<file path="src/rtl/seq_detect_scheduler.sv">
// Round-robin scheduler sharing one serial Moore 1101 detector among NUM_REQ requesters.
// Optional first-hit index output enabled by defining SEQ_SCHED_FIRST_HIT_EN.
module seq_detect_scheduler #(
    parameter int NUM_REQ   = 4,
    parameter int FRAME_LEN = 8,
    parameter int CNT_W     = 4
) (
    input  logic                       clk,
    input  logic                       rst,
    input  logic [NUM_REQ-1:0]         req,
    input  logic [NUM_REQ-1:0]         req_data,
    output logic [NUM_REQ-1:0]         grant,
    output logic                       shift_en,
    output logic                       det_clr,
    output logic                       det_i,
    input  logic                       det_o,
    output logic                       busy,
    output logic                       done,
    output logic [$clog2(NUM_REQ)-1:0] done_id,
    output logic [CNT_W-1:0]           match_cnt
`ifdef SEQ_SCHED_FIRST_HIT_EN
    ,
    output logic [$clog2(FRAME_LEN+1)-1:0] first_hit
`endif
);

    localparam int ID_W = $clog2(NUM_REQ);
    localparam int BC_W = $clog2(FRAME_LEN);
    localparam logic [CNT_W-1:0] CNT_MAX = '1;

    typedef enum logic [2:0] {
        S_IDLE,
        S_CLEAR,
        S_SHIFT,
        S_DRAIN,
        S_DONE
    } state_t;

    state_t             state_q;
    logic [NUM_REQ-1:0] grant_q;
    logic               shift_en_q;
    logic               det_clr_q;
    logic               busy_q;
    logic               done_q;
    logic [ID_W-1:0]    done_id_q;
    logic [CNT_W-1:0]   match_cnt_q;
    logic [ID_W-1:0]    rr_q;
    logic [ID_W-1:0]    owner_q;
    logic [BC_W-1:0]    bit_cnt_q;
    logic [CNT_W-1:0]   hit_q;

    logic [CNT_W-1:0]   hit_d;
    logic               win_vld_d;
    logic [ID_W-1:0]    win_idx_d;
    logic [ID_W-1:0]    cand_idx;

`ifdef SEQ_SCHED_FIRST_HIT_EN
    localparam int FH_W = $clog2(FRAME_LEN+1);
    logic [FH_W-1:0] fh_q;
    logic [FH_W-1:0] first_hit_q;
    logic            fh_new;
    assign fh_new    = det_o && (fh_q == FH_W'(FRAME_LEN));
    assign first_hit = first_hit_q;
`endif

    // First requesting index at or above the rr pointer, wrapping.
    always_comb begin
        win_vld_d = 1'b0;
        win_idx_d = '0;
        cand_idx  = '0;
        for (int unsigned i = 0; i < NUM_REQ; i++) begin
            cand_idx = ID_W'((32'(rr_q) + i) % NUM_REQ);
            if (!win_vld_d && req[cand_idx]) begin
                win_vld_d = 1'b1;
                win_idx_d = cand_idx;
            end
        end
    end

    assign hit_d = (det_o && (hit_q != CNT_MAX)) ? hit_q + 1'b1 : hit_q;

    always_ff @(posedge clk) begin
        if (rst) begin
            state_q     <= S_IDLE;
            grant_q     <= '0;
            shift_en_q  <= 1'b0;
            det_clr_q   <= 1'b0;
            busy_q      <= 1'b0;
            done_q      <= 1'b0;
            done_id_q   <= '0;
            match_cnt_q <= '0;
            rr_q        <= '0;
            owner_q     <= '0;
            bit_cnt_q   <= '0;
            hit_q       <= '0;
`ifdef SEQ_SCHED_FIRST_HIT_EN
            fh_q        <= FH_W'(FRAME_LEN);
            first_hit_q <= FH_W'(FRAME_LEN);
`endif
        end else begin
            done_q <= 1'b0;
            case (state_q)
                S_IDLE: begin
                    if (win_vld_d) begin
                        owner_q   <= win_idx_d;
                        grant_q   <= NUM_REQ'(1) << win_idx_d;
                        det_clr_q <= 1'b1;
                        busy_q    <= 1'b1;
                        hit_q     <= '0;
                        state_q   <= S_CLEAR;
                    end
                end
                S_CLEAR: begin
                    det_clr_q  <= 1'b0;
                    shift_en_q <= 1'b1;
                    bit_cnt_q  <= '0;
`ifdef SEQ_SCHED_FIRST_HIT_EN
                    fh_q       <= FH_W'(FRAME_LEN);
`endif
                    state_q    <= S_SHIFT;
                end
                S_SHIFT: begin
                    hit_q <= hit_d;
`ifdef SEQ_SCHED_FIRST_HIT_EN
                    // det_o lags the shifted bit by one cycle
                    if (fh_new) fh_q <= FH_W'(bit_cnt_q) - FH_W'(1);
`endif
                    if (bit_cnt_q == BC_W'(FRAME_LEN-1)) begin
                        shift_en_q <= 1'b0;
                        state_q    <= S_DRAIN;
                    end else begin
                        bit_cnt_q <= bit_cnt_q + 1'b1;
                    end
                end
                S_DRAIN: begin
                    match_cnt_q <= hit_d;
                    done_id_q   <= owner_q;
`ifdef SEQ_SCHED_FIRST_HIT_EN
                    first_hit_q <= fh_new ? FH_W'(FRAME_LEN-1) : fh_q;
`endif
                    done_q      <= 1'b1;
                    grant_q     <= '0;
                    rr_q        <= ID_W'((32'(owner_q) + 1) % NUM_REQ);
                    state_q     <= S_DONE;
                end
                S_DONE: begin
                    busy_q  <= 1'b0;
                    state_q <= S_IDLE;
                end
                default: state_q <= S_IDLE;
            endcase
        end
    end

    assign grant     = grant_q;
    assign shift_en  = shift_en_q;
    assign det_clr   = det_clr_q;
    assign det_i     = shift_en_q & req_data[owner_q];
    assign busy      = busy_q;
    assign done      = done_q;
    assign done_id   = done_id_q;
    assign match_cnt = match_cnt_q;

endmodule

</file>
<file path="config.mk">
export PLATFORM = sky130hd
export DESIGN_NAME = seq_detect_scheduler
export DESIGN_NICKNAME = d
export VERILOG_FILES = /design/src/rtl/seq_detect_scheduler.sv
export SDC_FILE = /design/constraint.sdc
export NUM_CORES = 1
export LEC_CHECK = 0
export ABC_AREA = 1
export CAP_MARGIN = 20
export CORE_MARGIN = 2
export CORE_UTILIZATION = 52
export DETAILED_ROUTE_END_ITERATION = 6
export PLACE_DENSITY = 0.83
export SETUP_SLACK_MARGIN = 0.15
export SKIP_LAST_GASP = 1
export SYNTH_ARGS = -nofsm -noshare
export SYNTH_HDL_FRONTEND = slang
export SYNTH_SLANG_ARGS = --single-unit
</file>
<file path="constraint.sdc">
create_clock -name clk -period 1.9 [get_ports clk]
set_clock_uncertainty 0.15 [all_clocks]
set_input_delay 0.38 -clock clk [delete_from_list [all_inputs] [get_ports clk]]
set_output_delay 0.38 -clock clk [all_outputs]
set_load 0.03 [all_outputs]
</file>
==> Word-level counts from Yosys, hierarchy flattened <==
Cells that the tools add are included.
{ "op_classes": {"add_sub_neg": 6, "mul": 0, "div": 0, "magnitude_cmp": 5, "eq_ne": 9, "n_shift": 1, "n_mux": 34, "n_bitwise": 1, "reduce_logical": 21} }
{ "ops": {"columns": ["op", "n"], "rows": [
  ["one-hot mux 4 bit (2 select lines)", 2],
  ["AND reduction 2 bit", 8],
  ["less-than comparator 2 x 3 -> 1 bit (second input constant)", 5],
  ["2-to-1 mux 1 bit", 12],
  ["2-to-1 mux 4 bit", 3],
  ["one-hot mux 3 bit (4 select lines)", 1],
  ["binary-select mux 1 bit (select 2 bit)", 5],
  ["nonzero test 2 bit", 5],
  ["2-to-1 mux 3 bit", 3],
  ["2-to-1 mux 2 bit", 4],
  ["equality test 3 x 2 -> 1 bit (second input constant)", 2],
  ["equality test 3 bit (second input constant)", 2],
  ["inequality test 2 bit (second input constant)", 3],
  ["one-hot mux 1 bit (2 select lines)", 3],
  ["one-hot mux 3 bit (2 select lines)", 1],
  ["adder 2 x 1 -> 2 bit (second input constant)", 2],
  ["adder 2 bit (second input constant)", 2],
  ["adder 4 x 1 -> 4 bit (second input constant)", 1],
  ["logical AND 1 bit", 4],
  ["inequality test 4 bit (second input constant)", 1],
  ["left shift 1 x 2 -> 4 bit (first input constant)", 1],
  ["adder 3 x 1 -> 3 bit (second input constant)", 1],
  ["equality test 3 x 1 -> 1 bit (second input constant)", 1],
  ["zero test 1 bit", 3],
  ["other kinds (2)", 2]
]} }
{ "totals": {"register_bits": 28, "latch_bits": 0, "mem_bits_rw": 0, "mem_bits_ro": 0, "input_bits": 11, "output_inout_bits": 15, "wordCells": 89, "memories": 0} }

==> Logic depth before layout (Yosys ltp) <==
Gate-level depths: netlist of the first run.
{ "depth": {"word_depth": 15, "mapped_depth": 13, "mapped_depth_nobuf": 13} }

==> Worst setup path after synthesis of the first run <==
Ideal clock, no wire load.
{ "synth_path": {"kind": "flip-flop to output port", "startpoint": "register shift_en_q (netlist: shift_en)", "endpoint": "output det_i", "t_arrival_ns": 1.273, "required_time_ns": 1.370, "path_slack_ns": 0.097, "path_stages_with_launch": 2, "path_buffers": 0, "cell_sequence": "dfxtp_1 -> a21boi_0"} }
{ "synth_via": {"elab_chain_len": 1} }
{ "synth_lines": {"columns": ["element", "line", "rtl"], "rows": [
  ["from (decl)", "41", "logic shift_en_q;"],
  ["from (signal assigned)", "86", "shift_en_q <= 1'b0;"],
  ["from (signal assigned)", "115", "shift_en_q <= 1'b1;"],
  ["from (signal assigned)", "129", "shift_en_q <= 1'b0;"],
  ["bitwise AND 1 bit", "158", "assign det_i = shift_en_q & req_data[owner_q];"],
  ["to (decl)", "15", "output logic det_i,"]
]} }
No other way between the ends.

==> Worst setup path in the final report of the first run <==
{ "layout_path": {"startpoint": "input req[0]", "endpoint": "register det_clr_q (netlist: det_clr)"} }
{ "layout_via": {"elab_chain_len": 14, "elab_cells_between_ends": 20, "cone_classes": "1 x eq/ne; 12 x mux; 7 x reduce/logical"} }
{ "layout_lines": {"columns": ["element", "line", "rtl"], "rows": [
  ["from (decl)", "10", "input logic [NUM_REQ-1:0] req,"],
  ["binary-select mux 1 bit (select 2 bit)", "73", "if (!win_vld_d && req[cand_idx]) begin"],
  ["2-to-1 mux 1 bit (implied by the code)", "73", null],
  ["2-to-1 mux 1 bit", "73", null],
  ["zero test 1 bit", "73", null],
  ["logical AND 1 bit", "73", null],
  ["2-to-1 mux 1 bit", "73", null],
  ["zero test 1 bit", "73", null],
  ["logical AND 1 bit", "73", null],
  ["2-to-1 mux 1 bit", "73", null],
  ["zero test 1 bit", "73", null],
  ["logical AND 1 bit", "73", null],
  ["2-to-1 mux 1 bit *", "73", null],
  ["inequality test 2 bit (no line) *", null, null],
  ["AND reduction 2 bit (no line) *", null, null],
  ["to (signal assigned)", "87", "det_clr_q <= 1'b0;"],
  ["to (signal assigned)", "107", "det_clr_q <= 1'b1;"],
  ["to (signal assigned)", "114", "det_clr_q <= 1'b0;"],
  ["to (decl)", "42", "logic det_clr_q;"]
]} }
Every way passes the cells marked *; elsewhere a longest branch is shown, timed or not. The select of a mux whose other input is x is not followed.
A chain may end at the register's enable or synchronous reset.

==> impl_metrics.toml, run 1 <==
[hold_path]
worstHoldEndpoint = "busy"
hold_start = "busy"
min_path_type = "reg -> reg"
min_path_cells = 2

[floorplanning]
core_area_mm2 = 0.002805
ios = 26
die-area_mm2 = 0.003455
initial_utilization_pct = 55.62
num_rows = 19
fp.dieH_um = 58.78
die_w_um = 58.78

[setup_path]
worst_path_max_delay_cell = "clkdlybuf4s50_1"
reg2reg_slack_ns = 0.14
required_ns = 2.03
setup.worst_path.class = "in -> reg"
worst-path-max-fanout = 5
crit_start = "req[0]"
r2r-start = "rr_q[0]"
slowest_delay_ns = 0.48
end_kind = "flop"
worstReg2RegEnd = "grant[2]"
critPathTopFamily = "buffers and inverters"
startpoint_type = "primary input"
crit_arrival_ns = 1.94
path_cells = "clkdlybuf4s50_1, inv_1, nand2_1, nand3_1, nand2_2, inv_2, nand3_4, nand2_8, buf_4, buf_4, a21oi_1"
reg2reg_depth = 13
path_buf_inv = 5
cp.depth = 11
cp_common_cell = "buf_4"

[layout]
most-common-layout-cells = "40 x nand2_1, 27 x nor2_1, 22 x dfxtp_1"
final_area_mm2 = 0.002086
ff_latch_area_um2 = 575.6
multi_input_area_um2 = 999.7
layout-drive-gt1-share_pct = 31.60
nNetsFinal = 265
final_common_cell = "nand2_1"
num_antenna_cells = 0
n_fill_cell = 210
layoutNonFillerInstCount = 281
area_delta_synth_final_pct = 33.68

[cts]
cts_sinks = 28
root_buffer = "clkbuf_4"
cts-hold-fix-buffers = 0
cts_tree = "yes"
cts_buffers = 3
htreeDepth = 1
clk_pin_slew_worst_paths_ns = 0.16
clock_path_buffers = 2
clk_latency_ns = 0.33

[place]
portBuffers = 25
placed_cell_area_mm2 = 0.001887
gp_congestion = 0.8325
place_inst = 274
post-place-ws_ns = -0.2484
hpwlAfterDp_mm = 2.343

[global_route]
grt_max_degree = 21
grt-ovfl-total = 0
antenna_found_initial = 0
grt_pass1_wl_mm = 5.347
grt_pass1_vias = 1287
grt_use_total_pct = 19.58

[pwr]
ir_drop_v = 0.0006806
p_int_w = 0.001153
switchingPower_w = 0.0007012
combPwrFrac_pct = 40.1
p_sw_share_pct = 37.81
p_leak_nw = 0.9520
pwr-share-clk_pct = 21.4
p_seq_share_pct = 38.6
p_per_area_mw_per_mm2 = 889.1
finalPower_w = 0.001854

[synthesis]
synth_cell_types = 34
synthesis.nets = 231
synthArstFlopShare_pct = 0
syn-cell-area_mm2 = 0.001560
yosysWarningCount = 0
synth-seq-cells = 28
synth_seq_area_share_pct = 35.93
postSynthCellCount = 217
yosys_most_used_dff = "dfxtp_1"
avgSynthCellArea_um2 = 7.190
synth_enable_flop_cells = 0

[sta]
tightest_slew_ns = 0.5659
post-route-min-period_ns = 1.806
tns_ns = 0
worst_slack_ns = 0.09372
slew_violations = 0
hold_violations = 0
slew_headroom_pct = 61.98
final.period_utilization_pct = 95.07
max_freq_mhz = 553.6
rsz0062_at_grt = "yes"
finalSetupViolCount = 0

[detailed_routing]
via_per_inst = 5.260
antenna_left = 0
vias = 1478
routed_wl_mm = 3.573
dr.pass1.iters = 6
remaining_drc_errors = 3
detail_route.wl_per_cell_um = 12.72
drtIter0Drc = 56

[job]
cap_violations = 0

[run_status]
outcome = "finished with violations"
violations = "DRC"
-- power groups by stage --
stage	combinational (W)	clock, W	sequential, W
floorplan	0.000410	0	0.000781
global route	0.000808	0.000420	0.000725
global placement	0.000651	0	0.000723
CTS	0.000658	0.000404	0.000712
detailed placement	0.000659	0	0.000725
finish	0.000743	0.000397	0.000715
-- synthesized netlist by cell type, types with 2 or more instances --
cell / count / area share (%)
nand2_1: 52 / 13
dfxtp_1: 28 / 36
nor2_1: 28 / 6.7
inv_1: 17 / 4.1
a21oi_1: 14 / 4.5
nand2_2: 12 / 4.8
nand3_1: 12 / 3.8
o21ai_1: 8 / 2.6
a21oi_2: 6 / 3.4
o21ai_0: 6 / 1.9
inv_2: 4 / 0.96
ha_1: 3 / 2.4
a21boi_0: 2 / 0.96
clkbuf_1: 2 / 0.48
clkinv_1: 2 / 0.48
nand2_4: 2 / 1.4
nor2_8: 2 / 2.6
-- per-stage QoR --
stage               utilization, %  hold WS [ns]
global placement             67.26        0.2994
global route                 74.35        0.3552
CTS                          69.05        0.3264
floorplan                        -        0.3179
detailed placement           67.26        0.3086
finish                       74.35        0.3235
-- state kept, by name (all words and copies together), names as in the netlist --
register and cells:
grant 4, owner_q 2, match_cnt 4, busy 1, rr_q 2, state_q 3
done 1, done_id 2, bit_cnt_q 3, det_clr 1, hit_q 4, shift_en 1
-- worst max-delay path by stage --
stage          endpoint  slack, ns
5_1_grt        grant[2]       0.01
4_1_cts           det_i      -0.03
3_5_place_dp   grant[2]      -0.25
3_3_place_gp   grant[2]      -0.21
6_report        det_clr       0.09
2_1_floorplan  grant[2]       0.28
-- area by class of cell --
| cell class | instances | share of cell area [%] |
|---|---|---|
| sequential | 28 | 27.59 |
| tap | 31 | 1.860 |
| clock buffer | 3 | 1.080 |
| multi-input combinational | 161 | 47.93 |
| clock inverter | 1 | 1.440 |
| inverter | 24 | 4.739 |
| timing repair buffer | 33 | 15.36 |
-- tightest hold or removal path, cell delays in order, from the launching register on --
cell     delay [ns]
dfxtp_1        0.34
nand2_1        0.06
a21oi_1        0.05
-- metal layers --
metal / part of all wire, % / vias up / global-route usage (%) / routed length (um)
met5: 0 / - / 0 / 0
met4: 0.70 / 0 / 5.844 / 25
met3: 2.2 / 5 / 1.978 / 80
met2: 53 / 19 / 35.71 / 1905
met1: 44 / 692 / 24.11 / 1562
li1: - / 762 / - / -
-- logic make-up (layout without fill, tap and decap cells) --
group | Yosys count | after routing | synth area share (%)
xor+xnor | 2 | 2 | 1.123
simple gates | 116 | 116 | 37.53
fa+ha+maj | 3 | 3 | 2.406
buf+inv | 28 | 61 | 7.538
compound gates | 39 | 39 | 14.76
flops | 28 | 28 | 35.93
mux | 1 | 1 | 0.7217
-- repair_timing --
action | CTS | global route
resized for setup | 22 | 42
pin swaps | 4 | 18
endpoints found under the hold margin | 0 | 0
endpoints found under the setup margin | 25 | 12
setup buffers | 1 | 2
Power figures use the tool's default switching activity.
==> inputs of run 2 (changes only) <==
--- a/config.mk
+++ b/config.mk
@@ -7,12 +7,13 @@
 export LEC_CHECK = 0
 export ABC_AREA = 1
 export CAP_MARGIN = 20
+export CELL_PAD_IN_SITES_DETAIL_PLACEMENT = 0
+export CELL_PAD_IN_SITES_GLOBAL_PLACEMENT = 1
 export CORE_MARGIN = 2
-export CORE_UTILIZATION = 52
+export CORE_UTILIZATION = 37
 export DETAILED_ROUTE_END_ITERATION = 6
 export PLACE_DENSITY = 0.83
 export SETUP_SLACK_MARGIN = 0.15
-export SKIP_LAST_GASP = 1
 export SYNTH_ARGS = -nofsm -noshare
 export SYNTH_HDL_FRONTEND = slang
 export SYNTH_SLANG_ARGS = --single-unit
==> impl_metrics.toml, run 2 (same netlist as run 1, synthesis figures left out) <==
[detailed_routing]
via_per_inst = 4.689
detail_route.wl_per_cell_um = 11.27
vias = 1430
antenna_left = 0
drtIter0Drc = 23
dr.pass1.iters = 4
routed_wl_mm = 3.438
remaining_drc_errors = 0

[layout]
area_delta_synth_final_pct = 35.28
most-common-layout-cells = "38 x nand2_1, 24 x nor2_1, 23 x dfxtp_1"
layoutNonFillerInstCount = 305
nNetsFinal = 271
final_util_pct = 52.39
n_fill_cell = 428
layout-drive-gt1-share_pct = 34.12
num_antenna_cells = 0
final_common_cell = "nand2_1"

[sta]
rsz0062_at_grt = "yes"
hold_violations = 0
whs_ns = 0.3130
finalSetupViolCount = 0
worst_slack_ns = 0.1649
slew_headroom_pct = 62.28
post-route-min-period_ns = 1.735
slew_violations = 0
max_freq_mhz = 576.3
final.period_utilization_pct = 91.32
tightest_slew_ns = 0.5615

[setup_path]
crit_arrival_ns = 1.21
crit_start = "req_data[1]"
worstReg2RegEnd = "grant[2]"
reg2reg_slack_ns = 0.21
r2r-start = "rr_q[0]"
setup.worst_path.class = "in -> out"
worst-path-max-fanout = 1
startpoint_type = "primary input"
end_kind = "output port"
required_ns = 1.37
reg2reg_depth = 12

[pwr]
p_leak_nw = 0.9825
ir_drop_v = 0.0004415
pwr-share-clk_pct = 18.1
p_seq_share_pct = 40.8
p_per_area_mw_per_mm2 = 831.0
combPwrFrac_pct = 41.1
p_int_w = 0.001080
switchingPower_w = 0.0006742
p_sw_share_pct = 38.44
finalPower_w = 0.001754

[global_route]
grt_pass1_vias = 1282
antenna_found_initial = 0
grt_pass1_wl_mm = 5.430
grt-ovfl-total = 0
grt_max_degree = 15
grt_use_total_pct = 15.06

[cts]
clk_pin_slew_worst_paths_ns = 0.09
cts_sinks = 28
cts_tree = "yes"
htreeDepth = 1
clk_latency_ns = 0.27
clock_path_buffers = 2
cts-hold-fix-buffers = 0
cts_buffers = 3
root_buffer = "clkbuf_8"

[hold_path]
worstHoldEndpoint = "busy"
min_path_cells = 2
hold_start = "busy"
min_path_type = "reg -> reg"

[floorplanning]
die_w_um = 68.94
initial_utilization_pct = 38.73
num_rows = 23
core_area_mm2 = 0.004029
fp.dieH_um = 68.94
ios = 26
die-area_mm2 = 0.004752

[run_status]
outcome = "complete, no violations"

[place]
place_inst = 295
portBuffers = 25
gp_congestion = 0.7578
post-place-ws_ns = -0.2587
hpwlAfterDp_mm = 2.390

[job]
cap_violations = 0
run 2: area by class of cell:
| cell class | instances | area, um^2 | share of cell area [%] |
|---|---|---|---|
| Multi-Input combinational cell | 161 | 988.4 | 46.83 |
| Sequential cell | 28 | 576.8 | 27.33 |
| Timing Repair Buffer | 39 | 342.8 | 16.24 |
| Tap cell | 50 | 62.56 | 2.964 |
| Inverter | 24 | 98.84 | 4.683 |
| Clock buffer | 3 | 41.29 | 1.956 |
run 2: metrics by stage:
step                      setup TNS (ns)  area [um^2]
final                                  0         2111
after global routing                   0         2111
after CTS                              0         1974
after detailed placement          -2.431         1901
after global placement            -2.327         1901
after floorplan                        0         1560
run 2: critical path: stages:
cell and delay [ns]:
clkdlybuf4s50_1 0.45, o21ai_1 0.05, a21boi_1 0.14, buf_4 0.17
run 2: how the worst max path moves through the flow:
| stage | slack, ns | cells after the start | endpoint |
|---|---|---|---|
| after floorplan | 0.28 | 12 | grant[2] |
| after global placement | -0.24 | 13 | grant[0] |
| after detailed placement | -0.26 | 14 | grant[2] |
| after CTS | 0.04 | 6 | det_i |
| after global routing | 0.07 | 12 | grant[2] |
| final | 0.16 | 4 | det_i |
run 2: routing by layer:
metal  GRT usage, %  share of wire [%]  up-vias
met5              0                  0        -
met4          5.147                1.1        0
met3          1.461                1.9        4
met2          26.56                 51       14
met1          19.10                 46      647
li1               -                  -      765
run 2: what timing repair did:
action                                 CTS  global route
setup endpoints to repair               25            13
resized for setup                       38            33
buffers inserted                         2             5
pin swaps                               11            17
endpoints found under the hold margin    0             0
run 2: power groups by stage:
stage / Clock, W / Sequential (W) / Combinational [W]
finish: 0.000318 / 0.000716 / 0.000720
global route: 0.000348 / 0.000726 / 0.000797
CTS: 0.000334 / 0.000710 / 0.000671
detailed placement: 0 / 0.000724 / 0.000657
global placement: 0 / 0.000724 / 0.000656
floorplan: 0 / 0.000781 / 0.000410
